**src/rtl/axis_cfg_sched_pkg.sv**
```systemverilog
// rtl/axis_cfg_sched_pkg.sv - shared constants and state encoding for the cfg bus scheduler
package axis_cfg_sched_pkg;

  localparam int CFG_SEL_REG  = 23;
  localparam int CFG_DATA_REG = 24;
  localparam int BEAT_CNT     = 3;

  localparam int ST_NUM      = 4;
  localparam int ST_IDLE_BIT = 0;
  localparam int ST_SEL_BIT  = 1;
  localparam int ST_ADDR_BIT = 2;
  localparam int ST_LEN_BIT  = 3;

  typedef enum logic [ST_NUM-1:0] {
    ST_IDLE = ST_NUM'(1 << ST_IDLE_BIT),
    ST_SEL  = ST_NUM'(1 << ST_SEL_BIT),
    ST_ADDR = ST_NUM'(1 << ST_ADDR_BIT),
    ST_LEN  = ST_NUM'(1 << ST_LEN_BIT)
  } state_t;

endpackage

```
**src/rtl/axis_cfg_rr_arb.sv**
```systemverilog
// rtl/axis_cfg_rr_arb.sv - combinational round-robin picker scanning from last+1
module axis_cfg_rr_arb #(
  parameter int NB_REQ = 4,
  parameter int IDX_W  = $clog2(NB_REQ)
) (
  input  logic [NB_REQ-1:0] req,
  input  logic [IDX_W-1:0]  last,
  output logic [NB_REQ-1:0] gnt_oh,
  output logic [IDX_W-1:0]  gnt_idx,
  output logic              gnt_any
);

  logic [IDX_W-1:0] cand;

  always_comb begin
    gnt_oh  = '0;
    gnt_idx = '0;
    gnt_any = 1'b0;
    cand    = '0;
    // last itself is visited last, so a lone requester can be re-granted
    for (int i = 1; i <= NB_REQ; i++) begin
      cand = IDX_W'((int'(last) + i) % NB_REQ);
      if (!gnt_any && req[cand]) begin
        gnt_any      = 1'b1;
        gnt_oh[cand] = 1'b1;
        gnt_idx      = cand;
      end
    end
  end

endmodule

```
**src/rtl/axis_cfg_sched.sv**
```systemverilog
// rtl/axis_cfg_sched.sv - round-robin serialiser of descriptors into 3-beat cfg programming sequences
module axis_cfg_sched
  import axis_cfg_sched_pkg::*;
#(
  parameter int NB_REQ     = 4,
  parameter int ID_WIDTH   = 8,
  parameter int CFG_ADDR   = CFG_SEL_REG,
  parameter int CFG_DATA   = CFG_DATA_REG,
  parameter int CFG_AWIDTH = 5,
  parameter int CFG_DWIDTH = 32
) (
  input  logic                         clk,
  input  logic                         rst,
  input  logic [NB_REQ*ID_WIDTH-1:0]   req_id,
  input  logic [NB_REQ*CFG_DWIDTH-1:0] req_address,
  input  logic [NB_REQ*CFG_DWIDTH-1:0] req_length,
  input  logic [NB_REQ-1:0]            req_valid,
  output logic [NB_REQ-1:0]            req_ready,
  output logic [CFG_AWIDTH-1:0]        cfg_addr,
  output logic [CFG_DWIDTH-1:0]        cfg_data,
  output logic                         cfg_valid,
  input  logic                         cfg_ready,
  output logic [$clog2(NB_REQ)-1:0]    grant,
  output logic                         busy,
  output logic [15:0]                  issued_cnt
);

  localparam int GW = $clog2(NB_REQ);

  state_t                state_q, state_d;
  logic [NB_REQ-1:0]     req_ready_d;
  logic [CFG_AWIDTH-1:0] cfg_addr_d;
  logic [CFG_DWIDTH-1:0] cfg_data_d;
  logic                  cfg_valid_d;
  logic [GW-1:0]         grant_d;
  logic                  busy_d;
  logic [15:0]           issued_d;

  logic [ID_WIDTH-1:0]   desc_id, desc_id_d;
  logic [CFG_DWIDTH-1:0] desc_addr, desc_addr_d;
  logic [CFG_DWIDTH-1:0] desc_len, desc_len_d;

  logic [NB_REQ-1:0]     arb_oh;
  logic [GW-1:0]         arb_idx;
  logic                  arb_any;
  logic                  take;

  axis_cfg_rr_arb #(
    .NB_REQ (NB_REQ),
    .IDX_W  (GW)
  ) u_arb (
    .req     (req_valid),
    .last    (grant),
    .gnt_oh  (arb_oh),
    .gnt_idx (arb_idx),
    .gnt_any (arb_any)
  );

  always_ff @(posedge clk) begin
    if (rst) begin
      state_q    <= ST_IDLE;
      req_ready  <= '0;
      cfg_addr   <= '0;
      cfg_data   <= '0;
      cfg_valid  <= 1'b0;
      grant      <= GW'(NB_REQ - 1);
      busy       <= 1'b0;
      issued_cnt <= '0;
      desc_id    <= '0;
      desc_addr  <= '0;
      desc_len   <= '0;
    end else begin
      state_q    <= state_d;
      req_ready  <= req_ready_d;
      cfg_addr   <= cfg_addr_d;
      cfg_data   <= cfg_data_d;
      cfg_valid  <= cfg_valid_d;
      grant      <= grant_d;
      busy       <= busy_d;
      issued_cnt <= issued_d;
      desc_id    <= desc_id_d;
      desc_addr  <= desc_addr_d;
      desc_len   <= desc_len_d;
    end
  end

  always_comb begin
    state_d     = state_q;
    req_ready_d = '0;
    cfg_addr_d  = cfg_addr;
    cfg_data_d  = cfg_data;
    cfg_valid_d = cfg_valid;
    grant_d     = grant;
    busy_d      = busy;
    issued_d    = issued_cnt;
    desc_id_d   = desc_id;
    desc_addr_d = desc_addr;
    desc_len_d  = desc_len;
    take        = 1'b0;

    unique case (state_q)
      // IDLE with req_ready high is the grant cycle; req inputs still show the old descriptor
      ST_IDLE: begin
        if (|req_ready) begin
          if (desc_len != '0) begin
            state_d     = ST_SEL;
            cfg_valid_d = 1'b1;
            busy_d      = 1'b1;
            cfg_addr_d  = CFG_AWIDTH'(CFG_ADDR);
            cfg_data_d  = CFG_DWIDTH'(desc_id);
          end
        end else begin
          take = arb_any;
        end
      end
      ST_SEL: begin
        if (cfg_ready) begin
          state_d    = ST_ADDR;
          cfg_addr_d = CFG_AWIDTH'(CFG_DATA);
          cfg_data_d = desc_addr;
        end
      end
      ST_ADDR: begin
        if (cfg_ready) begin
          state_d    = ST_LEN;
          cfg_data_d = desc_len;
        end
      end
      ST_LEN: begin
        if (cfg_ready) begin
          state_d     = ST_IDLE;
          cfg_valid_d = 1'b0;
          busy_d      = 1'b0;
          issued_d    = issued_cnt + 16'd1;
          take        = arb_any;
        end
      end
      default: begin
        state_d     = ST_IDLE;
        cfg_valid_d = 1'b0;
        busy_d      = 1'b0;
      end
    endcase

    if (take) begin
      req_ready_d = arb_oh;
      grant_d     = arb_idx;
      desc_id_d   = req_id[int'(arb_idx)*ID_WIDTH +: ID_WIDTH];
      desc_addr_d = req_address[int'(arb_idx)*CFG_DWIDTH +: CFG_DWIDTH];
      desc_len_d  = req_length[int'(arb_idx)*CFG_DWIDTH +: CFG_DWIDTH];
    end
  end

endmodule
```
**config.mk**
```make
export PLATFORM = sky130hd
export DESIGN_NAME = axis_cfg_sched
export DESIGN_NICKNAME = d
export VERILOG_FILES = /design/src/rtl/axis_cfg_sched_pkg.sv /design/src/rtl/axis_cfg_rr_arb.sv /design/src/rtl/axis_cfg_sched.sv
export SDC_FILE = /design/constraint.sdc
export NUM_CORES = 1
export LEC_CHECK = 0
export CAP_MARGIN = 20
export CORE_UTILIZATION = 38
export CTS_CLUSTER_SIZE = 8
export DETAILED_ROUTE_END_ITERATION = 8
export GPL_TIMING_DRIVEN = 0
export PLACE_DENSITY = 0.85
export SLEW_MARGIN = 20
export SYNTH_ARGS = -nofsm -noshare
export SYNTH_HDL_FRONTEND = slang
export SYNTH_SLANG_ARGS = --single-unit
```
**constraint.sdc**
```tcl
create_clock -name clk -period 2.7 [get_ports clk]
set_clock_uncertainty 0.1 [all_clocks]
set_input_delay 0.81 -clock clk [delete_from_list [all_inputs] [get_ports clk]]
set_output_delay 0.81 -clock clk [all_outputs]
set_load 0.02 [all_outputs]
```
## After elaboration in Yosys (flattened, before gate mapping)

Index checks and enable logic that the tools add are counted.

- Register bits after elaboration: 136
- Output and inout bits: 61
- Logic and storage cells: 111

- Add/subtract/negate cells: 5
- Order comparisons: 8
- Equality and inequality tests: 9
- Shifts and indexed selects: 3
- Mux-type cells: 50
- Bitwise gates (word level): 5
- Reductions and logical operators: 21

Operators by type and width:

| cell | count |
|---|---|
| 128-bit by 8-bit indexed part select with 32-bit output | 2 |
| 32-bit two-way mux | 4 |
| 32-bit one-hot mux with 3 select lines | 1 |
| 4-bit two-way mux | 9 |
| 32-bit nonzero test | 1 |
| 32-bit by 6-bit indexed part select with 8-bit output | 1 |
| 1-bit two-way mux | 17 |
| 16-bit by 1-bit adder with 16-bit output, second input constant | 1 |
| 4-bit one-hot mux with 4 select lines | 1 |
| 5-bit two-way mux | 3 |
| 2-bit by 3-bit < comparator with 1-bit output, second input constant | 4 |
| 4-bit OR | 3 |
| 2-bit inequality test, second input constant | 5 |
| 5-bit one-hot mux with 2 select lines | 1 |
| 5-bit AND reduction | 2 |
| 1-bit binary-select mux with 2-bit select | 4 |
| 1-bit demux with 2-bit select | 4 |
| 2-bit by 1-bit >= comparator with 1-bit output, second input constant | 4 |
| 2-bit two-way mux | 4 |
| 4-bit AND reduction | 2 |
| 1-bit logical AND | 7 |
| 2-bit by 1-bit adder with 2-bit output, second input constant | 2 |
| 2-bit adder, second input constant | 2 |
| 4-bit by 1-bit == test with 1-bit output, second input constant | 1 |
| 12 further kinds | 16 |

## Logic depth before layout (Yosys ltp)

Gate-level depths: netlist of the first run.

- Word-level depth: 17
- Mapped depth: 12
- Depth with buffers taken out: 8

## Modules after synthesis

Synthesis of the first run repeated with hierarchy kept, for this count alone.

- Cell total of the unflattened synthesis: 809
- Area, all modules: 7,833.8 um^2

Modules (own cells, without submodules):

| module | times used | cells an instance | area each (um^2) |
|---|---|---|---|
| axis_cfg_sched | 1 | 723 | 7,204.4 |
| axis_cfg_rr_arb | 1 | 86 | 629.4 |

## Worst setup path after synthesis of the first run

Ideal clock, no wire load.

- Path type: reg-to-reg
- Start: register grant[0]
- End: register desc_addr[0]
- Data arrival time: 2,821 ps
- Required time: 2,467 ps
- Setup slack: -354 ps
- Cell stages (with the launch flop): 13
- Buffers on the path: 4
- Clock period less this slack: 3,054 ps
- Path through: dfxtp_1 -> buf_6 -> inv_1 -> ha_1 -> clkbuf_1 -> mux4_2 -> nor2b_1 -> o21ai_1 -> a22oi_2 -> nand2b_1 -> clkbuf_1 -> buf_2 -> o221ai_1

- Word-level cells in the longest chain between the ends: 15

RTL lines:

| what | RTL line | RTL |
|---|---|---|
| start, declared | axis_cfg_sched.sv:23 | `output logic [$clog2(NB_REQ)-1:0] grant,` |
| start signal, assigned | axis_cfg_sched.sv:66 | `grant <= GW'(NB_REQ - 1);` |
| start signal, assigned | axis_cfg_sched.sv:78 | `grant <= grant_d;` |
| parallel branches: the longest is 15 deep, another holds 2-bit by 1-bit adder with 2-bit output | n/a |  |
| end signal, assigned | axis_cfg_sched.sv:82 | `desc_addr <= desc_addr_d;` |
| end, declared | axis_cfg_sched.sv:40 | `logic [CFG_DWIDTH-1:0] desc_addr, desc_addr_d;` |

Several ways; the timed one is not identified. The select of a mux whose other input is x is not followed.
A chain may end at the register's enable or synchronous reset.

## Worst setup path in the final report of the first run

- Start: register grant[0]
- End: register desc_addr[22]

Same word-level chain as after synthesis.

==> flow_metrics.py, run 1 <==
metrics = {
    "clock_tree": {
        "cts_sinks": 134,
        "clk_pin_slew_ns": 0.06,
        "cts_tree": "done",
        "cts_buffer_depth": 2,
        "htreeDepth": 4,
        "numCtsBuffers": 17,
        "clk_latency_ns": 0.43,
        "root_buffer": "clkbuf_16",
    },
    "sta": {
        "tightest_slew_ns": 0.698,
        "finalCritPeriodShare_pct": 104,
        "max_freq_ghz": 0.355,
        "relSlewSlack_pct": 53.1,
        "setup_ws_ns": -0.115,
        "hold_viol": 0,
        "period_needed_ns": 2.81,
        "setup_viol": 52,
        "rsz0062_at_grt": "true",
        "finalMaxSlewViolations": 0,
        "final.setup.tns_ns": -2.88,
    },
    "synthesis": {
        "synthCells": 772,
        "syn_area_um2": 7590,
        "seq_area_frac_synth_pct": 35.4,
        "ys.flop_type": "dfxtp_1",
        "syn_area_per_cell_um2": 9.83,
        "synth_edf_count": 0,
        "ys_ff_latch": 134,
        "synth_warnings": 0,
        "synth_fp_nets": 1076,
        "synthDistinctLibCells": 55,
        "async_flop_share_pct": 0,
    },
    "floorplanning": {
        "pin_count": 356,
        "fp.dieW_um": 143,
        "row_count": 51,
        "dieArea_um2": 20500,
        "fp.dieH_um": 143,
        "core-area_um2": 19500,
        "initial_core_util_pct": 38.9,
    },
    "hold_path": {
        "min_path_type": "reg2reg",
        "hold_start": "desc_addr[15]$_SDFFE_PP0P_",
        "hold_depth": 1,
        "min_to": "desc_addr[15]$_SDFFE_PP0P_",
    },
    "setup_path": {
        "r2r_slack_ns": -0.11,
        "path_class": "reg2reg",
        "slowest_stage": "dfxtp_4",
        "cp.required_ns": 2.97,
        "reg2reg_from": "grant[0]$_SDFFE_PP1P_",
        "arrival_ns": 3.08,
        "critPathMaxFanout": 7,
        "max_stage_delay_ns": 0.36,
        "cpLargestDelayFamily": "buffers and inverters",
        "r2r_cells": 12,
        "rr_endpoint": "desc_addr[22]$_SDFFE_PP0P_",
        "cp-end-kind": "flop",
        "cp-start-kind": "flop",
        "path_cells": "buf_8 -> clkinvlp_4 -> ha_4 -> mux4_2 -> nor2b_4 -> o21ai_2 -> a22oi_2 -> buf_6 -> buf_8 -> clkbuf_16 -> mux2i_2 -> a22o_1",
        "worst_path_most_repeated_cell": "buf_8",
        "cp_num_buf_inv": 5,
    },
    "run_status": {
        "status": "finished, violations left",
        "violations": "negative setup slack",
    },
    "pwr": {
        "seqPwrFrac_pct": 16.5,
        "p_int_mw": 10.8,
        "p_switching_mw": 7.46,
        "swShare_pct": 40.9,
        "peakVddDrop_mv": 0.669,
        "p_clk_share_pct": 12.7,
        "power_density_nw_per_um2": 1310,
        "cellLeakagePower_nw": 5.28,
        "comb_power_share_pct": 70.8,
    },
    "route": {
        "drt_first_iter_violations": 996,
        "routed_via_density": 5.81,
        "wl_per_cell_um": 23.1,
        "antenna_left": 0,
        "vias": 8547,
        "finalWirelength_um": 34000,
        "drc": 0,
        "drt_pre_antenna_iters": 6,
    },
    "flow_run": {
        "drv_cap": 0,
    },
    "place": {
        "io_buffers": 354,
        "gp_congestion": 0.904,
        "dp_slack_ns": -1.03,
        "dp_hpwl_um": 23300,
    },
    "final_layout": {
        "drive_above_1_share_pct": 24.2,
        "area_growth_pct": 83.7,
        "num-fill-cells": 1375,
        "final_nets": 1496,
        "n_antenna_cell": 0,
    },
    "grt": {
        "grt_max_degree": 17,
        "grt_pass1_vias": 7872,
        "grt_pass1_wl_um": 45600,
        "grt_overflow_total": 0,
        "antenna_found_initial": 0,
        "grtUsageTotal_pct": 30.0,
    },
}
[power by group through the flow]
| stage | clock network (mW) | logic, mW | registers [mW] |
|---|---|---|---|
| after floorplan | 0 | 5.78 | 3.00 |
| after global placement | 0 | 8.19 | 3.00 |
| after detailed placement | 0 | 8.32 | 3.01 |
| after CTS | 2.31 | 10.3 | 2.97 |
| after global routing | 2.40 | 13.5 | 3.04 |
| final | 2.32 | 12.9 | 3.01 |
[sequential cells by signal, indices dropped and copies added, names as in the netlist, 3 cells and up]
register	flops
desc_addr	32
issued_cnt	16
state_q	4
cfg_addr	3
desc_len	32
cfg_data	32
desc_id	8
req_ready	4
[cell families (layout without fill, tap and decap cells)]
group / Yosys count / after routing / share of synthesized area (%)
adder cells (fa/ha/maj): 9 / 9 / 1.48
multiplexers: 190 / 190 / 25.8
AO/OA/AOI/OAI: 181 / 181 / 19.0
flip-flops: 134 / 134 / 35.4
AND/OR/NAND/NOR: 168 / 169 / 10.2
XOR/XNOR: 10 / 10 / 1.15
buffers and inverters: 80 / 512 / 6.91
[area by class of cell]
type	count	area, µm²	share of cell area (%)
clock inverter	14	151	1.09
clock buffer	18	439	3.15
sequential	134	2690	19.3
inverter	10	45.0	0.323
timing repair buffer	406	4210	30.2
tap	265	332	2.38
buffer	64	633	4.54
multi-input combinational	559	5440	39.0
[cells in the mapped netlist, types with 8 or more instances]
master / count / area [µm²]
nor4_1: 12 / 75.1
or3_1: 8 / 50.1
buf_2: 13 / 65.1
nand3_1: 12 / 60.1
ha_1: 9 / 113
inv_1: 10 / 37.5
a211oi_1: 33 / 248
dfxtp_1: 134 / 2680
o211ai_1: 8 / 60.1
clkbuf_1: 31 / 116
mux2i_1: 179 / 1790
a22o_1: 39 / 342
nand2_1: 47 / 176
o221ai_1: 27 / 236
a22oi_1: 28 / 210
a21oi_1: 13 / 65.1
a222oi_1: 8 / 80.1
buf_6: 13 / 146
nor2_1: 63 / 236
[how the worst max path moves through the flow]
stage / from / endpoint / slack (ns) / depth (start not counted)
finish: grant[0]$_SDFFE_PP1P_ / desc_addr[22]$_SDFFE_PP0P_ / -0.11 / 12
global route: grant[0]$_SDFFE_PP1P_ / desc_addr[29]$_SDFFE_PP0P_ / -0.15 / 9
CTS: grant[0]$_SDFFE_PP1P_ / desc_len[11]$_SDFFE_PP0P_ / -0.04 / 12
detailed placement: req_valid[1] / desc_addr[20]$_SDFFE_PP0P_ / -1.03 / 9
global placement: req_valid[2] / desc_id[3]$_SDFFE_PP0P_ / -0.96 / 9
floorplan: req_valid[3] / desc_addr[0]$_SDFFE_PP0P_ / -0.13 / 9
[per-stage QoR]
stage / area [µm²] / cells / hold slack [ns] / utilization (%) / total power, mW
5_1_grt: 13900 / 1470 / 0.398 / 71.4 / 18.9
4_1_cts: 12800 / 1446 / 0.383 / 65.8 / 15.5
2_1_floorplan: 7650 / 772 / 0.331 / - / 8.78
3_3_place_gp: 11500 / 1391 / 0.363 / 59.0 / 11.2
3_5_place_dp: 11500 / 1391 / 0.366 / 59.0 / 11.3
6_report: 13900 / 1470 / 0.383 / 71.4 / 18.3
[what timing repair did]
action / in CTS / in global routing
pin swaps: 5 / 22
setup endpoints to repair: 86 / 104
gates cloned: 4 / 11
setup buffers: 24 / 16
hold buffers: 0 / 0
resized for setup: 123 / 152
[layout by cell type (no fill, tap or decap), types with 8 or more instances in the layout]
| master | instances |
|---|---|
| or3_1 | 8 |
| mux2i_4 | 47 |
| o221ai_2 | 20 |
| a222oi_1 | 8 |
| nand2_1 | 47 |
| dfxtp_1 | 132 |
| a22o_1 | 39 |
| clkdlybuf4s50_1 | 350 |
| clkbuf_1 | 17 |
| a211oi_1 | 33 |
| mux2i_1 | 84 |
| a22oi_1 | 28 |
| clkbuf_2 | 10 |
| o211ai_1 | 8 |
| buf_4 | 35 |
| buf_6 | 9 |
| clkbuf_16 | 26 |
| a21oi_1 | 12 |
| buf_12 | 18 |
| nor4_1 | 11 |
| ha_1 | 8 |
| inv_1 | 8 |
| buf_8 | 10 |
| nor2_1 | 62 |
| mux2i_2 | 48 |
| buf_2 | 8 |
[routing by layer]
layer / global-route usage, % / wire [µm]
met5: 0 / 0
met4: 12.8 / 1520
met3: 5.50 / 2880
met2: 52.1 / 16900
met1: 36.4 / 12700
Note: power is estimated with default switching activity, not from simulation.
==> inputs of run 2 (changes only) <==
--- a/config.mk
+++ b/config.mk
@@ -11,7 +11,7 @@
 export DETAILED_ROUTE_END_ITERATION = 8
 export GPL_TIMING_DRIVEN = 0
 export PLACE_DENSITY = 0.85
-export SLEW_MARGIN = 20
+export SLEW_MARGIN = 30
 export SYNTH_ARGS = -nofsm -noshare
 export SYNTH_HDL_FRONTEND = slang
 export SYNTH_SLANG_ARGS = --single-unit
==> results of run 2 <==
The final DEF is identical to that of run 1; final timing and power are the same.
